--- config.mk ---
export PLATFORM = sky130hd
export DESIGN_NAME = rf_dbg_arb
export DESIGN_NICKNAME = d
export VERILOG_FILES = /design/src/rtl/rf_dbg_arb.sv
export SDC_FILE = /design/constraint.sdc
export NUM_CORES = 1
export LEC_CHECK = 0
export BUFFER_PORTS_ARGS = -buffer_cell sky130_fd_sc_hd__buf_2
export CORE_MARGIN = 4
export CORE_UTILIZATION = 45
export CTS_BUF_LIST = sky130_fd_sc_hd__clkbuf_2
export DETAILED_ROUTE_END_ITERATION = 12
export PLACE_DENSITY = 0.79
export SYNTH_ARGS = -nofsm -noshare
export SYNTH_HDL_FRONTEND = slang
export SYNTH_SLANG_ARGS = --single-unit
--- constraint.sdc ---
create_clock -name clk -period 2.4 [get_ports clk]
set_input_delay 0 -clock clk [delete_from_list [all_inputs] [get_ports clk]]
set_output_delay 0 -clock clk [all_outputs]
set_load 0.005 [all_outputs]
--- src/rtl/rf_dbg_arb.sv ---
// Register file port arbiter between the CPU pipeline and the debug monitor.
// A debug request halts the CPU, drains in-flight writebacks, then performs one
// debug register read or write and pulses an acknowledge.
module rf_dbg_arb #(
  parameter int W_DATA       = 32,
  parameter int W_RFADDR     = 5,
  parameter int DRAIN_CYCLES = 3
) (
  input  logic                clk,
  input  logic                rst,
  // debug monitor side
  input  logic                dbg_req,
  input  logic                dbg_we,
  input  logic [W_RFADDR-1:0] dbg_addr,
  input  logic [W_DATA-1:0]   dbg_wdata,
  input  logic                dbg_hold,
  output logic                dbg_ack,
  output logic [W_DATA-1:0]   dbg_rdata,
  output logic                dbg_err,
  // pipeline side
  output logic                cpu_halt,
  input  logic                cpu_wb_we,
  input  logic [W_RFADDR-1:0] cpu_wb_addr,
  input  logic [W_DATA-1:0]   cpu_wb_data,
  input  logic [W_RFADDR-1:0] cpu_rs,
  // register file side
  output logic                rf_we,
  output logic [W_RFADDR-1:0] rf_waddr,
  output logic [W_DATA-1:0]   rf_wdata,
  output logic [W_RFADDR-1:0] rf_rs,
  input  logic [W_DATA-1:0]   rf_rdata
);

  typedef enum logic [2:0] {
    S_IDLE,
    S_HALT,
    S_ACCESS,
    S_ACK,
    S_RELEASE,
    S_HELD
  } state_e;

  localparam logic [3:0] DRAIN = 4'(DRAIN_CYCLES);

  state_e              state_q, state_d;
  logic [3:0]          cnt_q, cnt_d;
  logic                capture;
  logic                we_q;
  logic [W_RFADDR-1:0] addr_q;
  logic [W_DATA-1:0]   wdata_q;
  logic [W_DATA-1:0]   rdata_q, rdata_d;
  logic                err_q, err_d;
  logic                halt_q, ack_q;

  // ---------------------------------------------------------------------------
  // State register
  // ---------------------------------------------------------------------------
  // NOTE: sequential state uses non-blocking (<=) so every flop samples the
  // pre-edge value of its inputs regardless of process evaluation order.
  always_ff @(posedge clk or posedge rst) begin
    if (rst) begin
      state_q <= S_IDLE;
      cnt_q   <= '0;
      halt_q  <= 1'b0;
      ack_q   <= 1'b0;
    end else begin
      state_q <= state_d;
      cnt_q   <= cnt_d;
      halt_q  <= (state_d != S_IDLE);
      ack_q   <= (state_d == S_ACK);
    end
  end

  // ---------------------------------------------------------------------------
  // Next-state logic
  // ---------------------------------------------------------------------------
  // NOTE: every signal assigned here gets a default first, so no path through
  // the case statement leaves it unassigned and infers a latch.
  always_comb begin
    state_d = state_q;
    cnt_d   = cnt_q;
    capture = 1'b0;
    unique case (state_q)
      S_IDLE: begin
        if (dbg_req) begin
          capture = 1'b1;
          cnt_d   = DRAIN;
          state_d = (DRAIN == 4'd0) ? S_ACCESS : S_HALT;
        end
      end
      S_HALT: begin
        // Exit on 1 so HALT lasts exactly DRAIN cycles after the load.
        if (cnt_q <= 4'd1) begin
          state_d = S_ACCESS;
        end else begin
          cnt_d = cnt_q - 4'd1;
        end
      end
      S_ACCESS: state_d = S_ACK;
      S_ACK:    state_d = S_RELEASE;
      S_RELEASE: begin
        if (!dbg_req) begin
          state_d = dbg_hold ? S_HELD : S_IDLE;
        end
      end
      S_HELD: begin
        // A new request beats a dropped hold; the pipeline is already drained.
        if (dbg_req) begin
          capture = 1'b1;
          state_d = S_ACCESS;
        end else if (!dbg_hold) begin
          state_d = S_IDLE;
        end
      end
      default: state_d = S_IDLE;
    endcase
  end

  // ---------------------------------------------------------------------------
  // Output logic: register file port mux
  // ---------------------------------------------------------------------------
  always_comb begin
    rf_we    = cpu_wb_we;
    rf_waddr = cpu_wb_addr;
    rf_wdata = cpu_wb_data;
    rf_rs    = cpu_rs;
    if (state_q == S_ACCESS) begin
      // Register 0 is hardwired; a debug write to it is dropped but still acked.
      rf_we    = we_q && (addr_q != '0);
      rf_waddr = addr_q;
      rf_wdata = wdata_q;
      rf_rs    = addr_q;
    end
  end

  assign cpu_halt  = halt_q;
  assign dbg_ack   = ack_q;
  assign dbg_rdata = rdata_q;
  assign dbg_err   = err_q;

  // ---------------------------------------------------------------------------
  // Captured request, read result and sticky error
  // ---------------------------------------------------------------------------
  always_comb begin
    rdata_d = rdata_q;
    if (state_q == S_ACCESS && !we_q) begin
      rdata_d = rf_rdata;
    end
    err_d = err_q;
    if (cpu_wb_we && (state_q == S_ACCESS || state_q == S_ACK ||
                      state_q == S_RELEASE || state_q == S_HELD)) begin
      err_d = 1'b1;
    end
  end

  // NOTE: these are a handful of control/data flops, not a memory array, so
  // all of them are reset to keep the post-reset state fully defined.
  always_ff @(posedge clk or posedge rst) begin
    if (rst) begin
      we_q    <= 1'b0;
      addr_q  <= '0;
      wdata_q <= '0;
      rdata_q <= '0;
      err_q   <= 1'b0;
    end else begin
      if (capture) begin
        we_q    <= dbg_we;
        addr_q  <= dbg_addr;
        wdata_q <= dbg_wdata;
      end
      rdata_q <= rdata_d;
      err_q   <= err_d;
    end
  end

endmodule

==> impl_metrics.yaml, run 1 <==
timing:
  setup_viol_count_final: 0
  maxSlewHeadroom: 0.644
  worst_pin_slew_ns: 0.534
  layout_worst_path_cycle_share: 0.933
  number_of_hold_violations_in_the_final_report: 0
  rsz0062_at_grt: "no"
  fin_setup_tns_ns: 0
  drv_slew: 0
  clock.fmax_mhz: 447
  finalCriticalPeriod_ns: 2.24
  skew_ns: 0.0404
  timing.final.ws_setup_ns: 0.162
final_layout:
  finish.utilization: 0.701
  layout-area-overhead-vs-synth_pct: 49.6
  antennaDiodeCount: 0
  fin_nets: 737
  drive_above_1_share: 0.484
  fin_cells: 727
synthesis:
  postSynthRegisterBits: 80
  synth_most_common_cell: "sky130_fd_sc_hd__nand2_1"
  postSynthNetCount: 464
  netlist_area_sq_um: 3910
  synth-warning-count: 0
  yosys-top-cells-area: "sky130_fd_sc_hd__dfrtp_1 51%, sky130_fd_sc_hd__nand2_1 12%, sky130_fd_sc_hd__mux2_2 12%, sky130_fd_sc_hd__mux2_4 12%, sky130_fd_sc_hd__buf_12 1.5%"
  post_synth_num_cell_types: 38
  syn-instance-count: 344
  synth_top_area_frac: 0.512
  post_synth_most_frequent_cells: "122 x sky130_fd_sc_hd__nand2_1, 80 x sky130_fd_sc_hd__dfrtp_1, 40 x sky130_fd_sc_hd__mux2_2"
  synthesis.area_per_instance_sq_um: 11.4
  seq_area_frac_synth: 0.512
  synth_largest_area_cell: "sky130_fd_sc_hd__dfrtp_1"
  synthArstFlopShare: 1.00
  postSynth.topFlopCell: "sky130_fd_sc_hd__dfrtp_1"
  count_of_flip_flops_with_a_built_in_enable_after_synthesis: 0
global_routing:
  grt_start_max_net_pins: 45
  groute.usage.overall: 0.239
  globalRoute.totalOverflow: 0
  antenna_violations_before_repair: 0
  grt_first_pass_wirelength_um: 19100
  grt_pass1_vias: 3894
cts:
  tritoncts_clock_tree: "built"
  clkTransAtPathRegs_ns: 0.26
  numCtsBuffers: 9
  htree_levels: 3
  clockRootBuffer: "sky130_fd_sc_hd__clkbuf_2"
  cts.path.max_buffers: 2
  cts.sinks: 80
  insertion_delay_ns: 0.56
power:
  power_per_cell_area_nw_per_um2: 1030
  report.power.total_uw: 6040
  max-vdd-ir-drop_mv: 0.418
  leakage_uw: 0.00306
route:
  routed_wirelength_um: 12200
  drcViolationCount: 0
  avgRoutedWirePerCell_um: 16.7
  drtIter0Drc: 146
  via_per_inst: 4.98
  drt.antenna.violating_nets: 0
  routed-via-count: 3618
  drt-pass1-iter-count: 4
floorplan:
  core.rowCount: 33
  top_level_ports: 195
  floorplan.core_area_sq_um: 8340
  die_width_um: 101
  design.die.area_sq_um: 10200
  start_util: 0.468
  die-height_um: 101
outcome:
  status: "complete, no violations"
min_path:
  hold_path_class: "input pin to register"
setup_path:
  timing.critical_path.to_type: "primary output"
  path_class: "register to primary output"
  path_max_fanout: 44
  cp-start-kind: "register"
  worst-endpoint-arrival_ns: 2.24
  required_ns: 2.40
placed_design:
  place.gp.congestion: 0.869
  placed_cells: 634
  preCtsSetupSlack_ns: 0.426
  hpwl_um: 7650
  io_buffers: 194
job:
  drv.max_cap_violation_count: 0
-- path summary, 6_finish.rpt --
kind	slack, ns	startpoint	cells past startpoint	endpoint
max	0.16	state_q[2]$_DFF_PP0_	4	rf_we
min	0.18	rf_rdata[10]	3	dbg_rdata[10]$_DFFE_PP0P_
max reg2reg	0.53	state_q[2]$_DFF_PP0_	4	dbg_rdata[23]$_DFFE_PP0P_
min reg2reg	0.51	dbg_err$_DFFE_PP0P_	1	dbg_err$_DFFE_PP0P_
max in group asynchronous	1.10	rst	5	wdata_q[24]$_DFFE_PP0P_
min in group asynchronous	0.56	rst	4	dbg_rdata[31]$_DFFE_PP0P_
-- worst max-delay path, stage by stage (launching register included) --
cell	delay [ns]
sky130_fd_sc_hd__dfrtp_2	0.52
sky130_fd_sc_hd__or3b_2	0.57
sky130_fd_sc_hd__buf_6	0.26
sky130_fd_sc_hd__o21ai_0	0.22
sky130_fd_sc_hd__buf_2	0.15
-- sequential cells by signal, indices dropped and copies added (netlist names) --
signal,flops
addr_q,5
cnt_q,4
wdata_q,32
state_q,3
cpu_halt,1
we_q,1
dbg_rdata,32
dbg_err,1
dbg_ack,1
-- cell type report --
type	instances	area, sq um
fill	582	2490
timing repair buffer	280	1820
sequential	80	2000
multi-input combinational	240	1730
inverter	6	23.8
tap	105	131
clock inverter	7	85.1
clock buffer	9	45.0
-- through the flow --
| stage | area, sq um | hold slack (ns) |
|---|---|---|
| floorplan | 3910 | 0.0895 |
| global placement | 4940 | 0.0529 |
| detailed placement | 4940 | 0.0599 |
| CTS | 5830 | 0.151 |
| global route | 5850 | 0.133 |
| finish | 5850 | 0.176 |
-- layout by cell type (no fill, tap or decap), drive strengths merged, types with 2 or more instances in the layout --
| cell type | count |
|---|---|
| inv | 10 |
| nor3b | 2 |
| mux2i | 2 |
| nor2b | 4 |
| a211oi | 3 |
| ha | 3 |
| nor2 | 6 |
| nand2 | 122 |
| o21ai | 3 |
| mux2 | 70 |
| buf | 204 |
| clkbuf | 9 |
| and2 | 2 |
| dlygate4sd3 | 76 |
| clkinv | 2 |
| a21oi | 6 |
| dfrtp | 80 |
-- kinds of logic (layout without fill, tap and decap cells) --
family | count (synthesis) | in the layout | synth area share
compound gates | 20 | 20 | 0.0356
fa+ha+maj | 3 | 3 | 0.00961
buf+inv | 24 | 302 | 0.0455
flops | 80 | 80 | 0.512
mux | 72 | 72 | 0.236
simple gates | 145 | 145 | 0.161
-- power by group --
group,leakage [uW],internal [uW],switching [uW]
combinational,0.00203,1580,1180
sequential,0.000952,2010,473
clock,0.0000798,266,530
total,0.00306,3860,2180
-- layer usage --
layer,track usage,vias to the layer above,part of all wire
li1,-,1688,-
met3,0.0503,29,0.073
met2,0.435,159,0.51
met4,0.0890,0,0.026
met1,0.275,1742,0.39
met5,0,-,0
-- timing repair --
action | 4_1_cts | 5_1_grt
setup endpoints to repair | 0 | 43
hold buffers | 76 | 0
buffers inserted | 0 | 1
resized for setup | 0 | 3
hold endpoints to repair | 155 | 0
Power figures use the tool's default switching activity.
==> run 2, diff against run 1 <==
--- a/config.mk
+++ b/config.mk
@@ -5,6 +5,7 @@
 export SDC_FILE = /design/constraint.sdc
 export NUM_CORES = 1
 export LEC_CHECK = 0
+export ABC_AREA = 1
 export BUFFER_PORTS_ARGS = -buffer_cell sky130_fd_sc_hd__buf_2
 export CORE_MARGIN = 4
 export CORE_UTILIZATION = 45
==> impl_metrics.yaml, run 2 <==
outcome:
  status: "complete, no violations"
synthesis:
  count_of_flip_flops_with_a_built_in_enable_after_synthesis: 0
  seq_area_frac_synth: 0.506
  netlist_area_sq_um: 3950
  largest_family_of_logic_cells_by_synthesized_area: "simple AND/OR/NAND/NOR gates"
  synth-compound-area-share: 0.131
  synth-warning-count: 0
  post_synth_num_cell_types: 26
  yosys-top-cells-area: "sky130_fd_sc_hd__dfrtp_1 51%, sky130_fd_sc_hd__nand2_1 17%, sky130_fd_sc_hd__o21ai_2 7.1%, sky130_fd_sc_hd__nand3_1 5.2%, sky130_fd_sc_hd__inv_1 4.7%"
  post_synthesis_simple_gate_area_fraction: 0.249
  postSynth.topFlopCell: "sky130_fd_sc_hd__dfrtp_1"
  syn-instance-count: 477
  synth_xor_xnor_area_share: 0.00222
  synthArstFlopShare: 1.00
  post_synth_most_frequent_cells: "177 x sky130_fd_sc_hd__nand2_1, 80 x sky130_fd_sc_hd__dfrtp_1, 49 x sky130_fd_sc_hd__inv_1"
  synth_largest_area_cell: "sky130_fd_sc_hd__dfrtp_1"
  post_synth_mux_area_share: 0
  synth_top_area_frac: 0.506
  synthesis.area_per_instance_sq_um: 8.29
  postSynthRegisterBits: 80
  synth_fa_ha_area_frac: 0.00949
  synth_most_common_cell: "sky130_fd_sc_hd__nand2_1"
  postSynthNetCount: 597
final_layout:
  fill_cells: 602
  most-common-layout-cells: "194 x sky130_fd_sc_hd__buf_2, 177 x sky130_fd_sc_hd__nand2_1, 80 x sky130_fd_sc_hd__dfrtp_1, 79 x sky130_fd_sc_hd__dlygate4sd3_1, 48 x sky130_fd_sc_hd__inv_1"
  drive_above_1_share: 0.349
  final-seq-area_sq_um: 2000
  antennaDiodeCount: 0
  fin_cells: 853
  finish.utilization: 0.698
  fin_nets: 863
  multiInputGateArea_sq_um: 1560
  fin_area_sq_um: 5850
  layout-area-overhead-vs-synth_pct: 48.1
  final_common_cell: "sky130_fd_sc_hd__buf_2"
power:
  leakage_uw: 0.00324
  report.power.total_uw: 6170
  max-vdd-ir-drop_mv: 0.505
  power_per_cell_area_nw_per_um2: 1050
route:
  drt.antenna.violating_nets: 0
  drcViolationCount: 0
  routed_wirelength_um: 12900
  drtIter0Drc: 178
  drt-pass1-iter-count: 4
  avgRoutedWirePerCell_um: 15.1
  via_per_inst: 4.95
  routed-via-count: 4222
timing:
  setup_viol_count_final: 0
  finalCriticalPeriod_ns: 2.23
  worst_pin_slew_ns: 0.572
  rsz0062_at_grt: "no"
  fin_setup_tns_ns: 0
  drv_slew: 0
  skew_ns: 0.0344
  clock.fmax_mhz: 449
  layout_worst_path_cycle_share: 0.928
  number_of_hold_violations_in_the_final_report: 0
  maxSlewHeadroom: 0.618
global_routing:
  grt_pass1_vias: 4439
  antenna_violations_before_repair: 0
  grt_start_max_net_pins: 49
  grt_first_pass_wirelength_um: 20900
  globalRoute.totalOverflow: 0
  groute.usage.overall: 0.256
cts:
  cts.path.max_buffers: 2
  clkTransAtPathRegs_ns: 0.25
  numCtsBuffers: 9
  insertion_delay_ns: 0.50
  clockRootBuffer: "sky130_fd_sc_hd__clkbuf_2"
  cts.sinks: 80
  cts.repair_timing.setup_buffer_count: 0
  htree_levels: 3
  tritoncts_clock_tree: "built"
setup_path:
  rr_startpoint: "state_q[1]$_DFF_PP0_"
  cp-start-kind: "register"
  path_max_fanout: 5
  worst-endpoint-arrival_ns: 2.66
  timing.critical_path.to_type: "register"
  path_class: "register to register"
  required_ns: 2.83
  setup.worst_path.start: "state_q[1]$_DFF_PP0_"
floorplan:
  design.die.area_sq_um: 10400
  die_width_um: 102
  die-height_um: 102
  start_util: 0.472
  top_level_ports: 195
  floorplan.core_area_sq_um: 8380
  core.rowCount: 33
placed_design:
  place.gp.congestion: 0.973
  placed_cells: 758
  place_area_sq_um: 4930
  io_buffers: 194
  hpwl_um: 8420
min_path:
  hold_path_class: "input pin to async pin"
job:
  drv.max_cap_violation_count: 0
## run 2: critical path: stages (launching register included)
cell and delay (ns):
sky130_fd_sc_hd__dfrtp_1 0.51, sky130_fd_sc_hd__nor2_2 0.20, sky130_fd_sc_hd__nand4_1 0.09, sky130_fd_sc_hd__dlygate4sd3_1 0.57, sky130_fd_sc_hd__nand4_1 0.09, sky130_fd_sc_hd__dlygate4sd3_1 0.57
sky130_fd_sc_hd__nand2_1 0.08, sky130_fd_sc_hd__nand2_1 0.07
## run 2: metrics by stage
stage	hold WS, ns	setup slack, ns
after floorplan	0.0972	0.348
after global placement	0.0658	0.772
after detailed placement	0.0717	0.640
after CTS	0.00433	0.186
after global routing	0.0271	0.0661
final	0.0291	0.174
## run 2: path summary, 6_finish.rpt
kind	endpoint	slack [ns]	cells after the start
worst max-delay path	cpu_halt$_DFF_PP0_	0.17	7
worst min-delay path	dbg_rdata[24]$_DFFE_PP0P_	0.03	3
worst max register to register	cpu_halt$_DFF_PP0_	0.17	7
worst min register to register	dbg_rdata[1]$_DFFE_PP0P_	0.50	2
max in group asynchronous	wdata_q[13]$_DFFE_PP0P_	1.70	4
min in group clk	we_q$_DFFE_PP0P_	0.22	4
## run 2: final cells by class
class / count / area share
Clock inverter: 7 / 0.0137
Clock buffer: 9 / 0.00769
Timing Repair Buffer: 280 / 0.314
Sequential cell: 80 / 0.342
Tap cell: 105 / 0.0224
Multi-Input combinational cell: 319 / 0.266
Inverter: 53 / 0.0342
## run 2: where the power goes
| group | total, uW | internal [uW] | switching, uW |
|---|---|---|---|
| logic | 3100 | 1250 | 1850 |
| clock network | 742 | 251 | 490 |
| registers | 2330 | 2000 | 330 |
## run 2: kinds of logic (layout without fill, tap and decap cells)
kind of cell	Yosys count	count (layout)
adder cells (fa/ha/maj)	3	3
buffers and inverters	78	349
XOR/XNOR	1	1
AND/OR/NAND/NOR	237	237
AO/OA/AOI/OAI	78	78
flip-flops	80	80
## run 2: per-layer routing
metal | up-vias | global-route usage | wire length [um] | part of all wire
met5 | - | 0 | 0 | 0
met4 | 0 | 0.103 | 289 | 0.022
met3 | 29 | 0.0640 | 1370 | 0.11
met2 | 247 | 0.445 | 6220 | 0.48
met1 | 1905 | 0.304 | 5010 | 0.39
li1 | 2041 | - | - | -
## run 2: repair_timing
action                     4_1_cts  5_1_grt
setup endpoints to repair        0        1
hold endpoints to repair       156        0
hold buffers                    79        0
resized for setup                0        1
==> run 3, diff against run 2 <==
--- a/config.mk
+++ b/config.mk
@@ -11,7 +11,7 @@
 export CORE_UTILIZATION = 45
 export CTS_BUF_LIST = sky130_fd_sc_hd__clkbuf_2
 export DETAILED_ROUTE_END_ITERATION = 12
-export PLACE_DENSITY = 0.79
+export PLACE_DENSITY = 0.89
 export SYNTH_ARGS = -nofsm -noshare
 export SYNTH_HDL_FRONTEND = slang
 export SYNTH_SLANG_ARGS = --single-unit
==> impl_metrics.yaml, run 3 (synthesis gave the netlist of run 2 again) <==
setup_path:
  path_class: "register to primary output"
  critical_path.max_stage_delay_ns: 0.53
  cpMaxStageDelayCell: "sky130_fd_sc_hd__dfrtp_2"
  cp_cell_sequence: "nor2_2, nand2_4, inv_2, buf_6, o21ai_0, a21oi_1, buf_2"
  timing.critical_path.to_type: "primary output"
  cp-start-kind: "register"
  required_ns: 2.40
  path_max_fanout: 39
  worst-endpoint-arrival_ns: 2.24
final_layout:
  layout-area-overhead-vs-synth_pct: 48.4
  final_common_cell: "sky130_fd_sc_hd__buf_2"
  multiInputGateArea_sq_um: 1560
  fin_nets: 863
  final-seq-area_sq_um: 2000
  antennaDiodeCount: 0
  drive_above_1_share: 0.350
  most-common-layout-cells: "194 x sky130_fd_sc_hd__buf_2, 177 x sky130_fd_sc_hd__nand2_1, 80 x sky130_fd_sc_hd__dlygate4sd3_1, 78 x sky130_fd_sc_hd__dfrtp_1, 48 x sky130_fd_sc_hd__inv_1"
  fill_cells: 566
placed_design:
  io_buffers: 194
  place.gp.congestion: 0.900
  hpwl_um: 8100
floorplan:
  start_util: 0.472
  floorplan.core_area_sq_um: 8380
  die_width_um: 102
  top_level_ports: 195
  design.die.area_sq_um: 10400
  die-height_um: 102
  core.rowCount: 33
cts:
  cts.sinks: 80
  htree_levels: 3
  cts.path.max_buffers: 2
  clockRootBuffer: "sky130_fd_sc_hd__clkbuf_2"
  tritoncts_clock_tree: "built"
  numCtsBuffers: 9
  insertion_delay_ns: 0.52
  clkTransAtPathRegs_ns: 0.25
timing:
  layout_worst_path_cycle_share: 0.932
  drv_slew: 0
  maxSlewHeadroom: 0.694
  rsz0062_at_grt: "no"
  finalCriticalPeriod_ns: 2.24
  skew_ns: 0.0236
  fin_setup_tns_ns: 0
  number_of_hold_violations_in_the_final_report: 0
  setup_viol_count_final: 0
  clock.fmax_mhz: 447
  hold-worst-slack_ns: 0.203
  worst_pin_slew_ns: 0.458
route:
  drtIter0Drc: 172
  drt-pass1-iter-count: 5
  via_per_inst: 5.03
  drcViolationCount: 0
  routed-via-count: 4287
  routed_wirelength_um: 13100
  avgRoutedWirePerCell_um: 15.4
  drt.antenna.violating_nets: 0
global_routing:
  grt_first_pass_wirelength_um: 20400
  grt_pass1_vias: 4195
  grt_start_max_net_pins: 58
  globalRoute.totalOverflow: 0
  groute.usage.overall: 0.252
  antenna_violations_before_repair: 0
power:
  leakage_uw: 0.00325
  power_per_cell_area_nw_per_um2: 1050
  max-vdd-ir-drop_mv: 0.483
min_path:
  hold_path_class: "input pin to register"
outcome:
  status: "complete, no violations"
job:
  drv.max_cap_violation_count: 0
-- run 3: worst max-delay path, delay by kind of cell (launching register included) --
| kind | cells | cell delay, ns |
|---|---|---|
| and+or+nand+nor | 2 | 0.37 |
| AOI/OAI and AO/OA | 2 | 0.26 |
| buffers and inverters | 3 | 0.54 |
| DFF | 1 | 0.53 |
-- run 3: path summary, 6_finish.rpt --
| kind | from | endpoint | slack, ns | cells past startpoint |
|---|---|---|---|---|
| max | state_q[2]$_DFF_PP0_ | rf_we | 0.16 | 7 |
| min | dbg_wdata[5] | wdata_q[5]$_DFFE_PP0P_ | 0.20 | 4 |
| max reg2reg | state_q[1]$_DFF_PP0_ | addr_q[1]$_DFFE_PP0P_ | 0.31 | 6 |
| min reg2reg | dbg_rdata[2]$_DFFE_PP0P_ | dbg_rdata[2]$_DFFE_PP0P_ | 0.50 | 2 |
| max in group asynchronous | rst | dbg_rdata[13]$_DFFE_PP0P_ | 1.13 | 5 |
| min in group asynchronous | rst | wdata_q[23]$_DFFE_PP0P_ | 0.55 | 4 |
-- run 3: layout make-up --
class                   instances  area share
flip-flops and latches         80       0.342
multi-input cells             319       0.266
repair buffers                280       0.315
clock buffers                   9     0.00768
clock inverters                 7      0.0134
well taps                     105      0.0224
inverters                      53      0.0341
-- run 3: metal layers --
layer | vias to the layer above | share of wire | GRT usage
li1 | 2050 | - | -
met5 | - | 0 | 0
met4 | 0 | 0.036 | 0.120
met3 | 47 | 0.12 | 0.0792
met1 | 1916 | 0.38 | 0.298
met2 | 274 | 0.46 | 0.419
-- run 3: what timing repair did --
action | in CTS | in global routing
setup endpoints to repair | 1 | 11
endpoints found under the hold margin | 157 | 0
buffers inserted | 0 | 0
hold buffers | 80 | 0
pin swaps | 0 | 0
gates resized for setup | 2 | 3
-- run 3: power by group --
group          total [uW]  internal, uW  switching [uW]
Sequential           2330          2000             329
Clock                 752           249             504
Combinational        3100          1240            1860
Total                6190          3490            2700
-- run 3: metrics by stage --
step	std cells	power (uW)	worst slack (ns)	area, sq um	utilization
2_1_floorplan	477	4280	0.348	3950	-
3_3_place_gp	757	5020	0.600	4930	0.588
3_5_place_dp	757	5170	0.533	4930	0.588
4_1_cts	853	6090	0.0339	5860	0.699
5_1_grt	853	6710	0.00791	5870	0.700
6_report	853	6190	0.163	5870	0.700
